===== src/rtl/hazard_ctrl.sv =====
// Hazard and sequencing controller for the 5-stage F/D/E/M/W pipeline.
// Produces E-stage forwarding selects, load-use and PC-write stalls and
// flushes, and sequences iterative multi-cycle execute operations.
module hazard_ctrl #(
  parameter int MUL_CYCLES = 4,
  parameter int CW         = 4
) (
  input  logic       clk,
  input  logic       reset,
  input  logic [3:0] RA1D,
  input  logic [3:0] RA2D,
  input  logic [3:0] RA1E,
  input  logic [3:0] RA2E,
  input  logic [3:0] WA3E,
  input  logic [3:0] WA3M,
  input  logic [3:0] WA3W,
  input  logic       RegWriteM,
  input  logic       RegWriteW,
  input  logic       MemtoRegE,
  input  logic       PCSrcD,
  input  logic       PCSrcE,
  input  logic       PCSrcM,
  input  logic       PCSrcW,
  input  logic       BranchTakenE,
  input  logic       MulStartE,
  output logic [1:0] ForwardAE,
  output logic [1:0] ForwardBE,
  output logic       StallF,
  output logic       StallD,
  output logic       StallE,
  output logic       FlushD,
  output logic       FlushE,
  output logic       BubbleM,
  output logic       MulBusy,
  output logic       MulDone
);

  typedef enum logic {IDLE, BUSY} state_t;

  // Counter load value: the first cycle in E is spent in IDLE, so BUSY
  // lasts MUL_CYCLES-1 cycles and the final one releases the stall.
  localparam logic [CW-1:0] CNT_LOAD = CW'(MUL_CYCLES - 1);

  state_t        state;
  logic [CW-1:0] cnt;
  logic          mul_done_q;
  logic          mul_stall;
  logic          ldr_stall;
  logic          pc_wr_pend;

  // Forwarding selects: M stage has priority over W, R15 is never forwarded.
  always_comb begin
    ForwardAE = 2'b00;
    ForwardBE = 2'b00;
    if (RegWriteM && (RA1E == WA3M) && (RA1E != 4'hF))
      ForwardAE = 2'b10;
    else if (RegWriteW && (RA1E == WA3W) && (RA1E != 4'hF))
      ForwardAE = 2'b01;
    if (RegWriteM && (RA2E == WA3M) && (RA2E != 4'hF))
      ForwardBE = 2'b10;
    else if (RegWriteW && (RA2E == WA3W) && (RA2E != 4'hF))
      ForwardBE = 2'b01;
  end

  // Load-use and pending PC-write detection.
  always_comb begin
    ldr_stall  = MemtoRegE && ((RA1D == WA3E) || (RA2D == WA3E));
    pc_wr_pend = PCSrcD || PCSrcE || PCSrcM;
  end

  // Multi-cycle stall: asserted on the entry cycle and while more than one
  // BUSY cycle remains; reset forces it low so a held MulStartE is ignored.
  always_comb begin
    mul_stall = 1'b0;
    if (!reset) begin
      case (state)
        IDLE:    mul_stall = MulStartE;
        BUSY:    mul_stall = (cnt > CW'(1));
        default: mul_stall = 1'b0;
      endcase
    end
  end

  // Multi-cycle sequencer; the done flag is registered one cycle ahead so it
  // lines up with the final cycle of the operation.
  always_ff @(posedge clk) begin
    if (reset) begin
      state      <= IDLE;
      cnt        <= '0;
      mul_done_q <= 1'b0;
    end else begin
      case (state)
        IDLE: begin
          mul_done_q <= 1'b0;
          if (MulStartE) begin
            state      <= BUSY;
            cnt        <= CNT_LOAD;
            mul_done_q <= (CNT_LOAD == CW'(1));
          end
        end
        BUSY: begin
          if (cnt > CW'(1)) begin
            cnt        <= cnt - CW'(1);
            mul_done_q <= (cnt == CW'(2));
          end else begin
            state      <= IDLE;
            cnt        <= '0;
            mul_done_q <= 1'b0;
          end
        end
        default: begin
          state      <= IDLE;
          cnt        <= '0;
          mul_done_q <= 1'b0;
        end
      endcase
    end
  end

  // Stall and flush outputs; a flush masked by the multi-cycle stall is
  // recomputed every cycle and lands once the stall drops.
  always_comb begin
    StallF  = ldr_stall || pc_wr_pend || mul_stall;
    StallD  = ldr_stall || mul_stall;
    StallE  = mul_stall;
    BubbleM = mul_stall;
    FlushD  = (pc_wr_pend || PCSrcW || BranchTakenE) && !mul_stall;
    FlushE  = (ldr_stall || BranchTakenE) && !mul_stall;
    MulBusy = (state == BUSY);
    MulDone = mul_done_q;
  end

endmodule


===== config.mk =====
export PLATFORM = sky130hd
export DESIGN_NAME = hazard_ctrl
export DESIGN_NICKNAME = d
export VERILOG_FILES = /design/src/rtl/hazard_ctrl.sv
export SDC_FILE = /design/constraint.sdc
export NUM_CORES = 1
export LEC_CHECK = 0
export ABC_AREA = 1
export BUFFER_PORTS_ARGS = -buffer_cell sky130_fd_sc_hd__buf_2
export CORE_MARGIN = 1
export CORE_UTILIZATION = 41
export CTS_CLUSTER_SIZE = 40
export DETAILED_ROUTE_END_ITERATION = 16
export PLACE_DENSITY = 0.79
export SLEW_MARGIN = 20
export SYNTH_ARGS = -nofsm -noshare
export SYNTH_HDL_FRONTEND = slang
export SYNTH_SLANG_ARGS = --single-unit

===== constraint.sdc =====
create_clock -name clk -period 2.7 [get_ports clk]
set_input_delay 0.405 -clock clk [delete_from_list [all_inputs] [get_ports clk]]
set_output_delay 0.405 -clock clk [all_outputs]
set_load 0.03 [all_outputs]

Word level (Yosys, flattened, before mapping)
Index checks and enable logic that the tools add are counted.
{"block": "op_classes", "eq_ne": 10, "n_reduce_logical": 21, "n_lt_le_gt_ge": 1, "n_bitwise": 1, "add_sub_neg": 1, "mux": 14}
{"operator": "$eq 4x4->1", "n": 6}
{"operator": "$logic_and 1x1->1", "n": 11}
{"operator": "$logic_or 1x1->1", "n": 9}
{"operator": "$mux 4", "n": 2}
{"operator": "$ne 4x4->1 const B", "n": 2}
{"operator": "$pmux 4 s2", "n": 1}
{"operator": "$mux 1", "n": 6}
{"operator": "$pmux 1 s2", "n": 3}
{"operator": "$eq 4x2->1 const B", "n": 1}
{"operator": "$gt 4x1->1 const B", "n": 1}
{"operator": "$mux 2", "n": 2}
{"operator": "$sub 4x1->4 const B", "n": 1}
{"operator": "$ne 2x2->1 const B", "n": 1}
{"operator": "$logic_not 1->1", "n": 1}
{"operator": "$not 1->1", "n": 1}
{"block": "word_totals", "ff_bits": 6, "elab_cells": 51, "inputBits": 39, "output_inout_bits": 12}

Depth between registers and ports, before layout
{"block": "depth", "ltp_word": 5, "mapped_depth": 8, "mapped_depth_nobuf": 8}

Worst setup path after synthesis
Ideal clock, no wire load.
{"block": "synth_timing", "kind": "register to output", "startpoint": "reg state (netlist: MulBusy)", "endpoint": "out FlushE", "required_time_ns": 2.295, "stages_incl_launch_ff": 5, "n_path_buf": 0, "t_arrival_ns": 1.547, "setup_slack_ns": 0.748, "path_cell_list": "dfxtp_1 -> inv_1 -> o21bai_4 -> nor2_4 -> a21oi_1"}
{"block": "synth_via", "elab_chain_len": 5}
{"element": "from (decl)", "line": "44", "text": "state_t state;"}
{"element": "from (signal assigned)", "line": "88", "text": "state <= IDLE;"}
{"element": "from (signal assigned)", "line": "96", "text": "state <= BUSY;"}
{"element": "from (signal assigned)", "line": "106", "text": "state <= IDLE;"}
{"element": "$not 1->1"}
{"element": "$pmux 1 s2 (*)", "line": "76", "text": "case (state)"}
{"element": "$mux 1 (*)", "line": "75", "text": "if (!reset) begin"}
{"element": "via BubbleM", "line": "33", "text": "output logic BubbleM,"}
{"element": "$logic_not 1->1 (*)", "line": "128", "text": "FlushE = (ldr_stall || BranchTakenE) && !mul_stall;"}
{"element": "$logic_and 1x1->1 (*)", "line": "128"}
{"element": "to (decl)", "line": "32", "text": "output logic FlushE,"}
Mark *: on every way through the listed nets, which the timed path passes. The rest lies on a longest branch.

Final worst setup path
{"block": "layout_timing", "startpoint": "reg cnt[0]", "endpoint": "out StallF"}
{"block": "layout_via", "elab_chain_len": 4}
{"element": "from (decl)", "line": "45", "text": "logic [CW-1:0] cnt;"}
{"element": "from (signal assigned)", "line": "103", "text": "cnt <= cnt - CW'(1);"}
{"element": "$gt 4x1->1", "line": "78", "text": "BUSY: mul_stall = (cnt > CW'(1));"}
{"element": "$pmux 1 s2", "line": "76"}
{"element": "$mux 1", "line": "75"}
{"element": "$logic_or 1x1->1", "line": "123", "text": "StallF = ldr_stall || pc_wr_pend || mul_stall;"}
{"element": "to (decl)", "line": "28", "text": "output logic StallF,"}
Every way passes these cells.

==> flow_metrics.env <==
export IMPL_outcome="complete, no violations"
export IMPL_gp_congestion=0.936
export IMPL_period_minus_slack_ns=2.12
export IMPL_worstHoldStart="reset"
export IMPL_layout_common_cells="buf_2, nand2_1, inv_1"
export IMPL_post_dp_hpwl_um=1640
export IMPL_hold_ws_ns=0.366
export IMPL_dp_cells=209
export IMPL_maxSlewViolCount=0
export IMPL_clkTransAtPathRegs_ns=0.04
export IMPL_root_buffer="clkbuf_4"
export IMPL_finish_utilization=0.611
export IMPL_grt_pass1_wl_um=3020
export IMPL_detail_route_antenna_nets=0
export IMPL_drt_total_wl_um=1860
export IMPL_synth_seq_cells=6
export IMPL_finalNonFillerCells=212
export IMPL_h_tree_depth=1
export IMPL_startpoint_type="flop"
export IMPL_coreArea_mm2=0.00175
export IMPL_io_buffers=50
export IMPL_synth_ff_type="dfxtp_1"
export IMPL_whs_endpoint="cnt[2]$_SDFFE_PP0P_"
export IMPL_r2r_slack_ns=1.37
export IMPL_crit_arrival_ns=1.72
export IMPL_grt_pass1_vias=836
export IMPL_drc=0
export IMPL_diodes=0
export IMPL_fmax_mhz=471
export IMPL_initial_core_util=0.442
export IMPL_drive_gt1_frac=0.321
export IMPL_dr_pass1_iters=4
export IMPL_p_per_area_mw_per_mm2=360
export IMPL_row_count=15
export IMPL_die_y_um=45.4
export IMPL_peakVddDrop_mv=0.201
export IMPL_wl_per_cell_um=8.78
export IMPL_tns_ns=0
export IMPL_regToRegEndpoint="cnt[3]$_SDFFE_PP0P_"
export IMPL_cts_sinks=6
export IMPL_tightest_slew_ns=0.371
export IMPL_yosysSeqAreaShare=0.156
export IMPL_ys_async_sr_fraction=0
export IMPL_synth_edf_count=0
export IMPL_ff2ff_path_depth=6
export IMPL_drt_iter0_markers=10
export IMPL_rsz0062_at_grt="false"
export IMPL_synth_warnings=0
export IMPL_critPathKind="reg -> out"
export IMPL_power_leakage_uw=0.000637
export IMPL_finalCritPeriodShare=0.786
export IMPL_ioPinCount=51
export IMPL_die_w_um=45.4
export IMPL_crit_required_ns=2.30
export IMPL_syn_area_um2=771
export IMPL_hold_violations=0
export IMPL_finalPower_uw=384
export IMPL_fill_cells=167
export IMPL_cts_resized=0
export IMPL_synthCells=135
export IMPL_nets=231
export IMPL_post_cts_buffers=0
export IMPL_antenna_found_initial=0
export IMPL_cap_violations=0
export IMPL_holdPathStages=2
export IMPL_path_max_fanout=5
export IMPL_grt_overflow=0
export IMPL_clock_path_buffers=2
export IMPL_r2r_start="cnt[0]$_SDFFE_PP0P_"
export IMPL_endpoint_kind="output port"
export IMPL_finClkSkew_ns=0.0000578
export IMPL_slew_headroom=0.752
export IMPL_cts_buffers=3
export IMPL_multi_input_area_um2=536
export IMPL_die_area_mm2=0.00206
export IMPL_grt_max_degree=9
export IMPL_vias=989
export IMPL_insertion_delay_ns=0.24
export IMPL_synth_avg_cell_area_um2=5.71
export IMPL_hp_class="in -> reg"
export IMPL_via_per_inst=4.67
export IMPL_postSynthNetCount=177
export IMPL_grt_use_total=0.198
export IMPL_seqCellArea_um2=120
export IMPL_synth_cell_types=25
export IMPL_final_common_cell="buf_2"
export IMPL_cts_hold_buffers=0
export IMPL_syn_to_final_growth_pct=38.5
export IMPL_cts_tree="yes"
export IMPL_setup_viol=0
==> per-layer routing <==
metal / vias up / part of all wire / global-route usage
met3: 0 / 0.080 / 0.0720
met4: 0 / 0 / 0.0485
li1: 531 / - / -
met1: 419 / 0.42 / 0.214
met5: - / 0 / 0
met2: 39 / 0.50 / 0.362
==> flip-flops by register name, indices dropped and copies added, names as in the netlist <==
signal,count
cnt,4
MulDone,1
MulBusy,1
==> power breakdown <==
group          switching (uW)  internal (uW)  leakage (uW)
registers                11.9           98.3     0.0000493
clock network            31.0           50.2     0.0000138
logic                     115           77.5      0.000574
==> worst max-delay path: stages, from the launching register on <==
cell and delay, ns:
dfxtp_1 0.39, inv_1 0.08, ha_1 0.23, o21ai_2 0.20
o21bai_4 0.10, nor2_4 0.14, inv_4 0.05, nand3_1 0.08
buf_2 0.19
==> final cells by class <==
cell class,instances,area share
multi-input cells,100,0.502
repair buffers,50,0.234
flip-flops and latches,6,0.113
inverters,28,0.101
well taps,25,0.0293
clock buffers,3,0.0211
==> Yosys cell counts (2+ instances only) <==
library cell	count	area [um^2]
o22ai_1	2	12.5
nor2_1	13	48.8
xor2_1	4	35.0
a211oi_1	2	15.0
o21ai_2	2	17.5
nand3_1	3	15.0
xnor2_1	3	26.3
ha_1	3	37.5
o21ai_0	3	15.0
a21oi_1	8	40.0
dfxtp_1	6	120
nor3_1	5	25.0
nand4_1	5	31.3
inv_1	26	97.6
nand2_1	40	150
==> per-stage QoR <==
stage / area [um^2] / setup WS (ns)
3_3_place_gp: 1040 / 0.905
4_1_cts: 1070 / 0.559
5_1_grt: 1070 / 0.419
3_5_place_dp: 1040 / 0.811
6_report: 1070 / 0.579
2_1_floorplan: 771 / 0.748
==> how the worst max path moves through the flow <==
stage | from | to | slack (ns) | cells after the start
after global placement | cnt[0]$_SDFFE_PP0P_ | StallF | 0.91 | 8
final | cnt[0]$_SDFFE_PP0P_ | StallF | 0.58 | 8
after floorplan | MulBusy$_SDFF_PP0_ | FlushE | 0.75 | 4
after CTS | cnt[0]$_SDFFE_PP0P_ | StallF | 0.56 | 8
after detailed placement | cnt[0]$_SDFFE_PP0P_ | StallF | 0.81 | 8
after global routing | cnt[0]$_SDFFE_PP0P_ | StallF | 0.42 | 8
==> cell families after synthesis <==
logic type               synth area share
AND/OR/NAND/NOR                     0.381
buffers and inverters               0.149
AO/OA/AOI/OAI                       0.185
XOR/XNOR                           0.0795
flip-flops                          0.156
adder cells (fa/ha/maj)            0.0487
No activity file was read; power rests on OpenSTA's default activity.
